File: config.mk
export PLATFORM = sky130hd
export DESIGN_NAME = mine_map_gen_flat
export DESIGN_NICKNAME = d
export VERILOG_FILES = /design/src/rtl/mine_map_gen_if.sv /design/src/rtl/mine_map_gen.sv /design/src/flat_wrapper.sv
export SDC_FILE = /design/constraint.sdc
export NUM_CORES = 1
export LEC_CHECK = 0
export ABC_CLOCK_PERIOD_IN_PS = 2800
export CAP_MARGIN = 20
export CORE_ASPECT_RATIO = 0.75
export CORE_UTILIZATION = 35
export CTS_BUF_LIST = sky130_fd_sc_hd__clkbuf_16
export CTS_CLUSTER_DIAMETER = 60
export DETAILED_ROUTE_END_ITERATION = 12
export GPL_TIMING_DRIVEN = 0
export PLACE_DENSITY_LB_ADDON = 0.05
export SETUP_SLACK_MARGIN = 0.2
export SKIP_CTS_REPAIR_TIMING = 1
export SLEW_MARGIN = 30
export SYNTH_ARGS = -nofsm -noshare
export SYNTH_HDL_FRONTEND = slang
export SYNTH_SLANG_ARGS = --single-unit
File: constraint.sdc
create_clock -name clk -period 2.8 [get_ports clk]
set_input_delay 0.7 -clock clk [delete_from_list [all_inputs] [get_ports clk]]
set_output_delay 0.7 -clock clk [all_outputs]
set_load 0.005 [all_outputs]
File: src/rtl/mine_map_gen_if.sv
// ============================================================================
//  mine_map_gen_if
//  Request/result bundle between the game controller and mine_map_gen.
//  Revision: 1.0
// ============================================================================
`default_nettype none

interface mine_map_gen_if #(
    parameter int MAP_WIDTH  = 8,
    parameter int MAP_HEIGHT = 8
);
    logic                            start_i;
    logic [7:0]                      safe_pos_i;
    logic [MAP_WIDTH*MAP_HEIGHT-1:0] map_o;
    logic                            busy_o;
    logic                            done_o;
    logic                            map_valid_o;

    modport master (
        output start_i,
        output safe_pos_i,
        input  map_o,
        input  busy_o,
        input  done_o,
        input  map_valid_o
    );

    modport slave (
        input  start_i,
        input  safe_pos_i,
        output map_o,
        output busy_o,
        output done_o,
        output map_valid_o
    );
endinterface

`default_nettype wire

File: src/rtl/mine_map_gen.sv
// ============================================================================
//  mine_map_gen
//  LFSR-driven placement of MINE_NUM distinct mines, avoiding the safe cell.
//  Revision: 1.0
// ============================================================================
`default_nettype none

module mine_map_gen #(
    parameter int          MAP_WIDTH  = 8,
    parameter int          MAP_HEIGHT = 8,
    parameter int          MINE_NUM   = 10,
    parameter logic [15:0] LFSR_SEED  = 16'hACE1
) (
    input  wire logic          clk,
    input  wire logic          rst_n,
    mine_map_gen_if.slave      bus
);

    localparam int          C_CELLS   = MAP_WIDTH * MAP_HEIGHT;
    localparam int          C_CB      = $clog2(C_CELLS);
    localparam int          C_CNT_W   = (MINE_NUM > 0) ? $clog2(MINE_NUM + 1) : 1;
    localparam logic [31:0] C_CELLS_U = C_CELLS;

    localparam logic [1:0] S_IDLE  = 2'd0;
    localparam logic [1:0] S_CLEAR = 2'd1;
    localparam logic [1:0] S_PLACE = 2'd2;
    localparam logic [1:0] S_DONE  = 2'd3;

    logic [15:0]        r_lfsr;
    logic [1:0]         r_state;
    logic [C_CELLS-1:0] r_map;
    logic [C_CNT_W-1:0] r_cnt;
    logic [7:0]         r_safe;
    logic               r_valid;

    logic               w_fb;
    logic [C_CB-1:0]    w_cand;
    logic [31:0]        w_cand_ext;
    logic               w_hit;
    logic [C_CNT_W-1:0] w_cnt_nxt;

    // Taps at 16,14,13,11: the register runs through all non-zero states
    assign w_fb       = r_lfsr[15] ^ r_lfsr[13] ^ r_lfsr[12] ^ r_lfsr[10];
    assign w_cand     = r_lfsr[C_CB-1:0];
    assign w_cand_ext = {{(32-C_CB){1'b0}}, w_cand};
    assign w_hit      = (w_cand_ext < C_CELLS_U)
                     && (w_cand_ext != {24'd0, r_safe})
                     && !r_map[w_cand];
    assign w_cnt_nxt  = r_cnt + 1'b1;

    always_ff @(posedge clk) begin
        if (!rst_n) begin
            r_lfsr  <= LFSR_SEED;
            r_state <= S_IDLE;
            r_map   <= '0;
            r_cnt   <= '0;
            r_safe  <= '0;
            r_valid <= 1'b0;
        end else begin
            r_lfsr <= {r_lfsr[14:0], w_fb};
            case (r_state)
                S_IDLE: begin
                    if (bus.start_i) begin
                        r_safe  <= bus.safe_pos_i;
                        r_valid <= 1'b0;
                        r_state <= S_CLEAR;
                    end
                end
                S_CLEAR: begin
                    r_map <= '0;
                    r_cnt <= '0;
                    if (MINE_NUM == 0) begin
                        r_state <= S_DONE;
                        r_valid <= 1'b1;
                    end else begin
                        r_state <= S_PLACE;
                    end
                end
                S_PLACE: begin
                    if (w_hit) begin
                        r_map[w_cand] <= 1'b1;
                        r_cnt         <= w_cnt_nxt;
                        if (w_cnt_nxt == C_CNT_W'(MINE_NUM)) begin
                            r_state <= S_DONE;
                            r_valid <= 1'b1;
                        end
                    end
                end
                S_DONE:  r_state <= S_IDLE;
                default: r_state <= S_IDLE;
            endcase
        end
    end

    // Valid rises together with the done pulse so the map is usable from that cycle on
    assign bus.map_o       = r_map;
    assign bus.busy_o      = (r_state == S_CLEAR) || (r_state == S_PLACE);
    assign bus.done_o      = (r_state == S_DONE);
    assign bus.map_valid_o = r_valid;

endmodule

`default_nettype wire
File: src/flat_wrapper.sv
// flat-port wrapper written by rule: the top's interface ports become plain ports
module mine_map_gen_flat 
#(
    parameter int          MAP_WIDTH  = 8,
    parameter int          MAP_HEIGHT = 8,
    parameter int          MINE_NUM   = 10,
    parameter logic [15:0] LFSR_SEED  = 16'hACE1
)
  (clk, rst_n, bus_start_i, bus_safe_pos_i, bus_map_o, bus_busy_o, bus_done_o, bus_map_valid_o);
  mine_map_gen_if #(.MAP_WIDTH(MAP_WIDTH), .MAP_HEIGHT(MAP_HEIGHT)) bus_i ();
  input  wire logic clk;
  input  wire logic rst_n;
  input wire logic [$bits(bus_i.start_i)-1:0] bus_start_i;
  input wire logic [$bits(bus_i.safe_pos_i)-1:0] bus_safe_pos_i;
  output wire logic [$bits(bus_i.map_o)-1:0] bus_map_o;
  output wire logic [$bits(bus_i.busy_o)-1:0] bus_busy_o;
  output wire logic [$bits(bus_i.done_o)-1:0] bus_done_o;
  output wire logic [$bits(bus_i.map_valid_o)-1:0] bus_map_valid_o;
  assign bus_i.start_i = bus_start_i;
  assign bus_i.safe_pos_i = bus_safe_pos_i;
  assign bus_map_o = bus_i.map_o;
  assign bus_busy_o = bus_i.busy_o;
  assign bus_done_o = bus_i.done_o;
  assign bus_map_valid_o = bus_i.map_valid_o;
  mine_map_gen #(.MAP_WIDTH(MAP_WIDTH), .MAP_HEIGHT(MAP_HEIGHT), .MINE_NUM(MINE_NUM), .LFSR_SEED(LFSR_SEED)) u_core (.clk(clk), .rst_n(rst_n), .bus(bus_i));
endmodule
Yosys cells after proc, flatten, opt, wreduce, memory -nomap -nowiden
Cells that the tools add are included.
- mux-type cells: 16
- bitwise gates (word level): 4
- $add $sub $neg: 1
- reductions and logical operators: 12
- order comparisons: 3
- eq/ne operators: 8
- operators with widths (kind ; number):
    $pmux W64 S2 ; 1
    $mux W64 ; 1
    $or A64 B64 Y64 ; 1
    $lt A6 B7 Y1 const B ; 2
    $ne A6 B8 Y1 ; 1
    $pmux W2 S4 ; 1
    $pmux W4 S2 ; 1
    $bmux W1 S6 ; 1
    $demux W1 S6 ; 1
    $ge A6 B1 Y1 const B ; 1
    $mux W2 ; 3
    $mux W1 ; 5
    $add A4 B1 Y4 const B ; 1
    $eq A2 B2 Y1 const B ; 2
    $eq A4 B4 Y1 const B ; 1
    $mux W4 ; 1
    $ne A2 B1 Y1 const B ; 2
    $reduce_and A2 Y1 ; 2
    $reduce_and A4 Y1 ; 1
    $reduce_bool A2 Y1 ; 2
    $logic_and A1 B1 Y1 ; 3
    $reduce_and A3 Y1 ; 1
    $xor A1 B1 Y1 ; 3
    $eq A2 B1 Y1 const B ; 1
    5 further kinds ; 5
- flip-flop bits (word level): 95
- input bits: 11
- word-level logic and storage cells: 50

Logic depth before layout (Yosys ltp)
Gate-level depths: netlist (run 1).
- depth in word-level cells: 7
- depth in mapped cells: 11
- mapped depth without buffers: 7

Worst setup path after synthesis (run 1)
No wires, ideal clock.
- path type: register to register
- from: reg u_core.r_lfsr[2]
- to: reg u_core.r_map[28], in the netlist u_core.bus.map_o[28]
- arrival: 2207 ps
- cell stages (with the launch flop): 10
- clock period less this slack: 2290 ps
- slack: 510 ps
- setup time: 83 ps
- cell sequence: dfxtp_1 > buf_2 > buf_2 > mux4_2 > a32oi_1 > nand4bb_4 > nor4_4 > nor2_2 > buf_6 > o31ai_4
- word-level cells in the longest chain between the ends: 7
- elaborated cells on any way between the ends: 17
- classes of those cells: order compare (3); eq/ne (2); mux (6); bitwise (1); reduce/logical (5)
- ends and longest elaborated chain (element ; RTL line ; source):
    start: declaration ; mine_map_gen.sv:29 ; logic [15:0] r_lfsr;
    start signal: assignment ; mine_map_gen.sv:60 ; r_lfsr <= {r_lfsr[14:0], w_fb};
    $lt A6 B7 Y1 / $ge A6 B1 Y1 (equally long branches) ; mine_map_gen.sv:46, mine_map_gen.sv:81 ;
    $logic_and A1 B1 Y1 (implied by the code) ; mine_map_gen.sv:81 ; r_map[w_cand] <= 1'b1;
    $mux W1 (implied by the code) ; mine_map_gen.sv:81 ;
    $demux W1 S6 ; - ;
    $or A64 B64 Y64 (no source line) ; - ;
    $mux W64 ; mine_map_gen.sv:80 ; if (w_hit) begin
    $pmux W64 S2 ; mine_map_gen.sv:61 ; case (r_state)
    end signal: assignment ; mine_map_gen.sv:55 ; r_map <= '0;
    end signal: assignment ; mine_map_gen.sv:70 ; r_map <= '0;
    end signal: indexed assignment ; mine_map_gen.sv:81 ;
    end: declaration ; mine_map_gen.sv:31 ; logic [C_CELLS-1:0] r_map;
Several ways; a longest one is shown, not always the timed one. The select of a mux whose other input is x is not followed.
A chain may end at the register's enable or synchronous reset.

Final worst setup path (run 1)
- from: reg u_core.r_lfsr[0]
- to: reg u_core.r_map[19], in the netlist u_core.bus.map_o[19]
Same word-level chain as after synthesis.

==> metrics.cfg, run 1 <==
[run_status]
status=completed

[global_routing]
grt_max_degree=15
gr-total-overflow=0
grt_pass1_vias=3662
grt_pass1_wl_um=21100
track_usage_pct=22.6
grt_antenna_before_repair=0

[synth]
ys_async_sr_fraction_pct=0
yosys_most_used_dff=dfxtp_1
syn_inst=479
synth-edff-count=0
yosysWarnings=0
ys_types=58
synth_area_mm2=0.00419
synth_seq_cells=95
syn_nets=495
ys_seq_area_share_pct=45.4
synth_area_per_cell_um2=8.74

[critical_path]
critPathMostFrequentCell=buf_6
crit_buf_inv=3
path_class=flip-flop to flip-flop
endpoint_kind=flip-flop
crit_family=compound AO/OA/AOI/OAI gates
cp-start-kind=flip-flop
slowest_stage=a2111oi_4
critPathMaxFanout=10
cp.required_ns=3.03
max_stage_delay_ns=0.52
arrival_ns=2.78
worstPathCellList=buf_6 -> nor2b_2 -> a221oi_1 -> o22a_1 -> a2111oi_4 -> nor4_4 -> buf_4 -> nor2_2 -> buf_6 -> o21ai_1

[timing]
slew_headroom_pct=57.4
rsz0062_at_grt=true
finalSetupViolations=0
drv_slew=0
fin_skew_ns=0.00829
timing.fmax_mhz=391
hold_slack_ns=0.406
finalWorstPathRequiredPeriod_ns=2.56
hold_violations=0
timing.final.ws_setup_ns=0.244
worstMarginPinSlew_ns=0.640
period_share_pct=91.3

[drt]
ant_nets=0
firstDrtPassIters=4
num_vias=3945
viasPerCell=5.33
drt_iter0_drc=305
totalWireLength_um=13700
drc=0
route.detailed.wl_per_inst_um=18.5

[clock_tree]
ctsLongestPathBuffers=2
clkLatencyLatePin_ns=0.34
cts_sinks=95
path_clk_slew_ns=0.06
cts_root_buf=clkbuf_16
cts_max_level=3
cts_tree=yes
cts_buffers=9

[power_and_ir_drop]
ir_drop_mv=0.332
power_mw=3.69
p_leak_nw=1.94
power.density_mw_per_mm2=656

[placed_design]
place_worst_setup_slack_ns=-0.202
dp_hpwl_um=9900
gp_congestion=0.892
port_buffers=76
placed_cells=717

[floorplanning]
core_area_mm2=0.0116
die_h_um=96.7
die_area_mm2=0.0124
row_count=34
pin_count=78
die_w_um=128
floorplan.initialDensity_pct=36.0

[worst_hold_path]
min_path_type=flip-flop to flip-flop

[layout]
final_layout_size_suffix_gt1_share_pct=11.8
fin_util_pct=48.4
synthToLayoutAreaGrowth_pct=34.2
layout.cells.non_filler=740
finalNetCount=589
n_antenna_cell=0

[run]
max_cap_violations=0

-- per-stage QoR --
step	cell area, um^2	TNS (ns)
2_1_floorplan	4190	0
3_3_place_gp	5150	-2.50
3_5_place_dp	5150	-3.73
4_1_cts	5410	-3.29
5_1_grt	5620	0
6_report	5620	0
-- cell families after synthesis --
logic type               share of synthesized area, %
adder cells (fa/ha/maj)                          1.49
XOR/XNOR                                         2.30
AND/OR/NAND/NOR                                  22.9
flip-flops                                       45.4
multiplexers                                     5.05
AO/OA/AOI/OAI                                    18.1
buffers and inverters                            4.66
-- report_power, final --
| part | switching [mW] | leakage, nW | total, mW | internal (mW) |
|---|---|---|---|---|
| logic | 0.762 | 1.04 | 1.13 | 0.365 |
| clock network | 0.506 | 0.133 | 1.09 | 0.586 |
| registers | 0.0470 | 0.772 | 1.47 | 1.42 |
| total | 1.31 | 1.94 | 3.69 | 2.37 |
-- path summary, 6_finish.rpt --
| check | startpoint | endpoint | slack [ns] | cells after the start |
|---|---|---|---|---|
| min reg2reg | u_core.r_lfsr[14] | u_core.r_lfsr[15] | 0.41 | 1 |
| max reg2reg | u_core.r_lfsr[0] | u_core.bus.map_o[19] | 0.24 | 10 |
| max | u_core.r_lfsr[0] | u_core.bus.map_o[19] | 0.24 | 10 |
| min | u_core.r_lfsr[14] | u_core.r_lfsr[15] | 0.41 | 1 |
-- area by class of cell --
type	instances	area [um^2]
fillers	1159	5990
multi-input cells	342	2170
flip-flops and latches	95	1900
repair buffers	83	821
plain buffers	33	230
clock buffers	9	225
well taps	162	203
inverters	9	37.5
clock inverters	7	32.5
-- cell usage after synthesis (3+ instances only) --
| library cell | number | area, um^2 |
|---|---|---|
| mux2i_1 | 11 | 110 |
| o31ai_1 | 3 | 22.5 |
| and3_1 | 3 | 18.8 |
| nand2b_1 | 8 | 50.1 |
| inv_1 | 8 | 30.0 |
| o21ai_1 | 45 | 225 |
| dfxtp_1 | 95 | 1900 |
| a221oi_1 | 6 | 52.6 |
| o21ai_0 | 17 | 85.1 |
| nor2_1 | 17 | 63.8 |
| mux2_1 | 5 | 56.3 |
| nor3b_1 | 3 | 22.5 |
| nand3_1 | 30 | 150 |
| a21oi_1 | 15 | 75.1 |
| clkbuf_1 | 17 | 63.8 |
| a221o_1 | 4 | 40.0 |
| xnor2_1 | 6 | 52.6 |
| o22ai_1 | 3 | 18.8 |
| buf_2 | 9 | 45.0 |
| ha_1 | 5 | 62.6 |
| nand2_2 | 3 | 18.8 |
| xor2_1 | 5 | 43.8 |
| nor2b_1 | 5 | 31.3 |
| a32oi_1 | 3 | 26.3 |
| nand2_1 | 88 | 330 |
| buf_4 | 3 | 22.5 |
| nand4_1 | 10 | 62.6 |
| and2_1 | 8 | 50.1 |
| nand3b_1 | 6 | 45.0 |
-- registers in the layout (all words and copies together) (netlist names) --
name	count
u_core.r_cnt	4
u_core.r_lfsr	16
u_core.bus.map_valid_o	1
u_core.r_state	2
u_core.r_safe	8
u_core.bus.map_o	64
-- cell usage in the layout, fill, tap and decap left out, drive strengths merged, types with 11 or more instances in the layout --
cell type	count
clkdlybuf4s50	76
dfxtp	95
a21oi	15
mux2i	11
buf	23
nand2	91
nor2	18
nand3	31
o21ai	62
clkbuf	26
-- metal layers --
layer	share of wire, %	GRT usage, %	wire length (um)	up-vias
met5	0	0	0	-
met2	43	33.3	5900	146
met1	50	33.1	6770	1911
met4	1.3	5.52	177	0
met3	5.9	5.03	809	19
li1	-	-	-	1869
Power figures use the tool's default switching activity.
==> run 2, diff against run 1 <==
--- a/config.mk
+++ b/config.mk
@@ -16,7 +16,6 @@
 export PLACE_DENSITY_LB_ADDON = 0.05
 export SETUP_SLACK_MARGIN = 0.2
 export SKIP_CTS_REPAIR_TIMING = 1
-export SLEW_MARGIN = 30
 export SYNTH_ARGS = -nofsm -noshare
 export SYNTH_HDL_FRONTEND = slang
 export SYNTH_SLANG_ARGS = --single-unit
==> results of run 2 <==
The final DEF is identical to that of run 1; final timing and power are the same.
